**config.mk**
```make
export PLATFORM = sky130hd
export DESIGN_NAME = mul_add_iter_stage
export DESIGN_NICKNAME = d
export VERILOG_FILES = /design/src/rtl/mul_add_iter_stage.sv
export SDC_FILE = /design/constraint.sdc
export NUM_CORES = 1
export LEC_CHECK = 0
export BUFFER_PORTS_ARGS = -buffer_cell sky130_fd_sc_hd__buf_2
export CORE_MARGIN = 2
export CORE_UTILIZATION = 40
export CTS_BUF_LIST = sky130_fd_sc_hd__clkbuf_4 sky130_fd_sc_hd__clkbuf_8 sky130_fd_sc_hd__clkbuf_16
export DETAILED_ROUTE_END_ITERATION = 6
export MAX_ROUTING_LAYER = met4
export SYNTH_ARGS = -nofsm -noshare
export SYNTH_HDL_FRONTEND = slang
export SYNTH_SLANG_ARGS = --single-unit
```
**constraint.sdc**
```tcl
create_clock -name clock -period 11 [get_ports clock]
set_clock_uncertainty 0.05 [all_clocks]
set_input_delay 1.65 -clock clock [delete_from_list [all_inputs] [get_ports clock]]
set_output_delay 1.65 -clock clock [all_outputs]
set_load 0.05 [all_outputs]
```
**src/rtl/mul_add_iter_stage.sv**
```systemverilog
// Iterative significand multiply-add stage: computes A*B+C over 24/BPC
// cycles, then holds the 49-bit result for the post-multiply stage.
module mul_add_iter_stage #(
  parameter int BITS_PER_CYCLE = 2
) (
  input  logic        clock,
  input  logic        reset,
  input  logic        io_in_valid,
  output logic        io_in_ready,
  input  logic [23:0] io_in_mulAddA,
  input  logic [23:0] io_in_mulAddB,
  input  logic [47:0] io_in_mulAddC,
  input  logic [53:0] io_in_toPostMul,
  input  logic [2:0]  io_in_roundingMode,
  input  logic        io_kill,
  output logic        io_out_valid,
  input  logic        io_out_ready,
  output logic [48:0] io_out_mulAddResult,
  output logic [53:0] io_out_toPostMul,
  output logic [2:0]  io_out_roundingMode,
  output logic        io_busy
);

  localparam int BPC = BITS_PER_CYCLE;
  localparam int N   = 24 / BPC;
  localparam int CW  = (N > 1) ? $clog2(N) : 1;

  typedef enum logic [1:0] {IDLE, BUSY, DONE} state_t;

  state_t          state;
  logic [23:0]     a_q;
  logic [23:0]     b_q;
  logic [48:0]     acc;
  logic [CW-1:0]   cnt;
  logic [53:0]     tpm_q;
  logic [2:0]      rm_q;

  logic [4:0]      sh;
  logic [BPC-1:0]  b_slice;
  logic [48:0]     partial;
  logic            accept;
  logic            last;

  // Partial product of A with the current B digit, placed at its weight.
  always_comb begin
    sh      = 5'(int'(cnt) * BPC);
    b_slice = BPC'(b_q >> sh);
    partial = (49'(a_q) * 49'(b_slice)) << sh;
  end

  assign last = (cnt == CW'(N - 1));

  assign io_in_ready = ~io_kill &
    ((state == IDLE) | ((state == DONE) & io_out_ready));
  assign io_out_valid = (state == DONE) & ~io_kill;
  assign io_busy      = (state != IDLE);
  assign accept       = io_in_valid & io_in_ready;

  assign io_out_mulAddResult = acc;
  assign io_out_toPostMul    = tpm_q;
  assign io_out_roundingMode = rm_q;

  always_ff @(posedge clock) begin
    if (reset) begin
      state <= IDLE;
      a_q   <= '0;
      b_q   <= '0;
      acc   <= '0;
      cnt   <= '0;
      tpm_q <= '0;
      rm_q  <= '0;
    end else if (accept) begin
      state <= BUSY;
      a_q   <= io_in_mulAddA;
      b_q   <= io_in_mulAddB;
      acc   <= {1'b0, io_in_mulAddC};
      cnt   <= '0;
      tpm_q <= io_in_toPostMul;
      rm_q  <= io_in_roundingMode;
    end else if (io_kill) begin
      state <= IDLE;
    end else begin
      case (state)
        BUSY: begin
          acc <= acc + partial;
          cnt <= cnt + 1'b1;
          if (last) state <= DONE;
        end
        DONE: begin
          if (io_out_ready) state <= IDLE;
        end
        default: ;
      endcase
    end
  end

endmodule

```
Word-level counts from Yosys, hierarchy flattened:

Index checks and enable logic that the tools add are counted.

* register bits: 160
* input bits: 158
* output and inout port bits: 109

* $add $sub $neg: 2
* $mul: 1
* equality and inequality tests: 8
* shift-type cells: 2
* mux-type cells: 8
* bitwise operators: 6
* reductions and logical operators: 11

Operator list (number)
* 2-to-1 mux 48 bit: 3
* adder 49 bit: 1
* << shifter 26 x 5 -> 49 bit: 1
* multiplier 24 x 2 -> 26 bit: 1
* right shift 24 x 5 -> 2 bit: 1
* inequality test 4 bit, second input constant: 2
* AND reduction 3 bit: 2
* nonzero test 2 bit: 3
* adder 4 x 1 -> 4 bit, second input constant: 1
* bitwise AND 1 bit: 4
* == test 4 bit, second input constant: 1
* 2-to-1 mux 2 bit: 2
* inequality test 2 bit, second input constant: 2
* case mux 2 bit (2 select lines): 1
* AND reduction 2 bit: 2
* nonzero test 4 bit: 1
* OR reduction 3 bit: 1
* == test 2 x 1 -> 1 bit, second input constant: 1
* == test 2 bit, second input constant: 1
* zero test 2 bit: 1
* 2-to-1 mux 1 bit: 2
* inequality test 2 x 1 -> 1 bit, second input constant: 1
* OR reduction 2 bit: 1
* NOT 1 bit: 1
* bitwise OR 1 bit: 1

Logic depth before layout (Yosys ltp):

* depth after elaboration: 7
* gate-level depth with buffers: 31
* depth with buffers taken out: 28

Worst setup path after synthesis:

No wires, ideal clock.

* path kind: register to register
* start: register cnt[1]
* end: register acc[46] (netlist: io_out_mulAddResult[46])
* setup time: 0.103 ns
* data arrival time: 6.705 ns
* data required time: 10.847 ns
* setup slack: 4.141 ns
* cell stages (with the launch flop): 30
* buffers on the path: 4
* period minus slack after synthesis: 6.859 ns
* cell sequence: dfxtp_1 -> buf_2 -> buf_1 -> mux4_2 -> mux2i_1 -> o21ai_0 -> clkbuf_1 -> and2_1 -> ha_1 -> a21o_1 -> a21oi_2 -> and3_1 -> a211oi_1 -> or3_4 -> a21oi_4 -> xnor2_1 -> mux4_2 -> mux2i_1 -> o22ai_1 -> ha_1 -> buf_2 -> and4_1 -> nor3b_2 -> nor3b_1 -> nor3b_1 -> o21bai_1 -> a21boi_1 -> o41ai_1 -> xnor2_1 -> a2111oi_2

* longest elaborated chain between the ends: 7

RTL lines
* from (decl): RTL line 34 `logic [CW-1:0] cnt;`
* from (signal assigned): RTL line 86 `cnt <= cnt + 1'b1;`
* right shift 24 x 5 -> 2 bit: RTL line 47 `b_slice = BPC'(b_q >> sh);`
* multiplier 24 x 2 -> 26 bit: RTL line 48 `partial = (49'(a_q) * 49'(b_slice)) << sh;`
* << shifter 26 x 5 -> 49 bit (*): RTL line 48
* adder 49 bit (*): RTL line 85 `acc <= acc + partial;`
* 2-to-1 mux 48 bit (*): RTL line 83 `case (state)`
* 2-to-1 mux 48 bit (*): RTL line 80 `end else if (io_kill) begin`
* 2-to-1 mux 48 bit (*): RTL line 72 `end else if (accept) begin`
* to (signal assigned): RTL line 76 `acc <= {1'b0, io_in_mulAddC};`
* to (signal assigned): RTL line 85
* to (decl): RTL line 33 `logic [48:0] acc;`

Mark *: on every way between the ends. The rest lies on a longest branch, timed or not. The select of a mux whose other input is x is not followed.
A chain may end at the register's enable or synchronous reset.

Worst setup path in the final report:

* start: register cnt[0]
* end: register acc[46] (netlist: io_out_mulAddResult[46])

Same word-level chain as after synthesis.

==> flow_metrics.env <==
export IMPL_ant_nets=0
export IMPL_post_drt_wl_per_cell_um=17.25
export IMPL_gr_usage_met3_pct=4.939
export IMPL_ctsHoldBuffers=0
export IMPL_fin_tns_setup_ns=0
export IMPL_first_iter_violations=703
export IMPL_ys_seq_elements=160
export IMPL_drt_total_wl_um=37840
export IMPL_io_buffer_count=266
export IMPL_cts_tree="done"
export IMPL_grt_pass1_vias=11796
export IMPL_dp_cells=2159
export IMPL_max_slew_margin_pct=27.20
export IMPL_min_path_type="reg2reg"
export IMPL_gp_congestion=0.9438
export IMPL_grt_first_pass_wirelength_um=61120
export IMPL_finish_instance_area_mm2=0.01382
export IMPL_syn_to_final_growth_pct=18.27
export IMPL_post_cts_buffers=0
export IMPL_routed_via_count=12032
export IMPL_rsz0062_at_grt="false"
export IMPL_cap_violations=0
export IMPL_totalPowerFinal_w=0.001556
export IMPL_firstDrtPassIters=5
export IMPL_clockBufferDepth=2
export IMPL_period_share_pct=74.43
export IMPL_grt_max_degree=101
export IMPL_fin_crit_ns=8.187
export IMPL_ir_drop_mv=0.09060
export IMPL_slowest_delay_ns=0.50
export IMPL_layout_common_cells="nand2_1, buf_2, a21oi_1, dfxtp_1, nor2_1"
export IMPL_fmax_ghz=0.1221
export IMPL_busiest_layer="met2"
export IMPL_drc=0
export IMPL_clkSlewWorstSetupHoldPaths_ns=0.08
export IMPL_worst_setup_path_type="reg2reg"
export IMPL_setup_viol=0
export IMPL_synth_async_reset_ratio_pct=0
export IMPL_synth_ff_type="dfxtp_1"
export IMPL_cts_max_level=4
export IMPL_die_y_um=174.9
export IMPL_cp_data_arrival_time_ns=8.48
export IMPL_die_w_um=174.9
export IMPL_fin_nets=2029
export IMPL_synth_fp_nets=1837
export IMPL_core_mm2=0.02870
export IMPL_synth_edf_count=0
export IMPL_fill_cells=2994
export IMPL_netlist_instances=1602
export IMPL_synth_seq_area_share_pct=27.41
export IMPL_gr_usage_met1_pct=32.05
export IMPL_dp_hpwl_um=29070
export IMPL_placed_cell_area_mm2=0.01321
export IMPL_ys_types=74
export IMPL_final_hold_violation_count=0
export IMPL_drive_gt1_share_pct=19.70
export IMPL_clock_sinks=160
export IMPL_tightest_slew_ns=1.092
export IMPL_initial_core_util_pct=40.72
export IMPL_critPathMaxFanout=45
export IMPL_utilization_pct=48.16
export IMPL_endpoint_kind="register"
export IMPL_ioPinCount=267
export IMPL_final_cell_count_no_fill=2193
export IMPL_cp_slowest_cell="a2111oi_0"
export IMPL_vias_per_cell=5.487
export IMPL_ys_warnings_count=0
export IMPL_critPathRequiredTime_ns=11.29
export IMPL_outcome="finished, final reports clean"
export IMPL_use_met2_pct=41.17
export IMPL_globalRoute_totalOverflow=0
export IMPL_design_die_area_mm2=0.03060
export IMPL_final_common_cell="nand2_1"
export IMPL_p_leak_nw=6.175
export IMPL_power_density_mw_per_mm2=112.6
export IMPL_root_buffer="clkbuf_16"
export IMPL_post_cts_resized=0
export IMPL_antenna_found_initial=1
export IMPL_crit_path_start_kind="register"
export IMPL_rows=62
export IMPL_syn_area_mm2=0.01169
export IMPL_synth_avg_cell_area_um2=7.296
export IMPL_cts_buffers=17
export IMPL_clk_insertion_delay_late_ns=0.45
export IMPL_slew_violations=0
export IMPL_grt_util_all_layers_pct=25.33
-- final cells by class --
type / count / area (µm²) / area share [%]
Tap cell: 384 / 480.5 / 3.476
Multi-Input combinational cell: 1310 / 8009 / 57.94
Inverter: 28 / 105.1 / 0.7603
Clock buffer: 18 / 432.9 / 3.132
Antenna cell: 2 / 5.005 / 0.03621
Sequential cell: 160 / 3204 / 23.18
Clock inverter: 14 / 170.2 / 1.231
Timing Repair Buffer: 277 / 1416 / 10.25
-- Yosys cell counts, types with 25 or more instances --
master    number  share of area [%]
mux2i_1       37                3.2
xnor2_1       40                3.0
ha_1          75                8.0
dfxtp_1      160                 27
a21oi_1      201                8.6
inv_1         27               0.87
nor3_1        25                1.1
nand2_1      337                 11
and2_1        59                3.2
o21ai_0       66                2.8
nor2_1       127                4.1
a21o_1        36                2.3
clkbuf_1      85                2.7
nand3_1       26                1.1
-- per-layer routing --
metal  wire length, µm  vias to the layer above
met5                 0                        -
met4               692                        0
met3              2127                       45
met2             17580                      373
met1             17430                     5572
li1                  -                     6042
-- critical path, delay by kind of cell (launching register included) --
family,cells,cell delay [ns]
xor gates and xnor gates,2,0.26
adders and majority gates,3,0.89
muxes,2,0.77
DFF,1,0.31
and+or+nand+nor,4,1.13
buffers and inverters,4,1.09
AOI/OAI and AO/OA,15,3.53
-- through the flow --
| step | hold slack, ns | setup WS, ns |
|---|---|---|
| 5_1_grt | 0.4194 | 2.112 |
| 2_1_floorplan | 0.3818 | 4.141 |
| 4_1_cts | 0.4038 | 2.746 |
| 3_5_place_dp | 0.3924 | 2.813 |
| 6_report | 0.4018 | 2.813 |
| 3_3_place_gp | 0.3890 | 2.934 |
-- kinds of logic (layout without fill, tap and decap cells) --
family	count (synthesis)	in the layout	synth area share (%)
AOI/OAI and AO/OA	466	466	25.21
and+or+nand+nor	650	650	24.63
buffers and inverters	132	337	4.293
xor gates and xnor gates	64	64	4.796
adders and majority gates	77	77	8.372
DFF	160	160	27.41
muxes	53	53	5.289
other	0	2	0
-- power by group --
part / internal (W) / total, W / switching [W]
Sequential: 0.000611 / 0.000637 / 0.0000255
Clock: 0.000309 / 0.000609 / 0.000300
Combinational: 0.0000962 / 0.000310 / 0.000214
-- state kept, by name, indices dropped and copies added (netlist names) --
| name | cells |
|---|---|
| io_out_toPostMul | 54 |
| io_out_mulAddResult | 49 |
| a_q | 24 |
| b_q | 24 |
| cnt | 4 |
| io_out_roundingMode | 3 |
| state | 2 |
-- final timing paths --
| kind | end | cells after the start | startpoint | slack (ns) |
|---|---|---|---|---|
| min reg2reg | io_out_toPostMul[23]$_SDFFE_PP0P_ | 2 | io_out_toPostMul[23]$_SDFFE_PP0P_ | 0.40 |
| max | io_out_mulAddResult[46]$_SDFFE_PP0P_ | 30 | cnt[0]$_SDFFE_PP0P_ | 2.81 |
| max reg2reg | io_out_mulAddResult[46]$_SDFFE_PP0P_ | 30 | cnt[0]$_SDFFE_PP0P_ | 2.81 |
| min | io_out_toPostMul[23]$_SDFFE_PP0P_ | 2 | io_out_toPostMul[23]$_SDFFE_PP0P_ | 0.40 |
No activity file was read; power rests on OpenSTA's default activity.
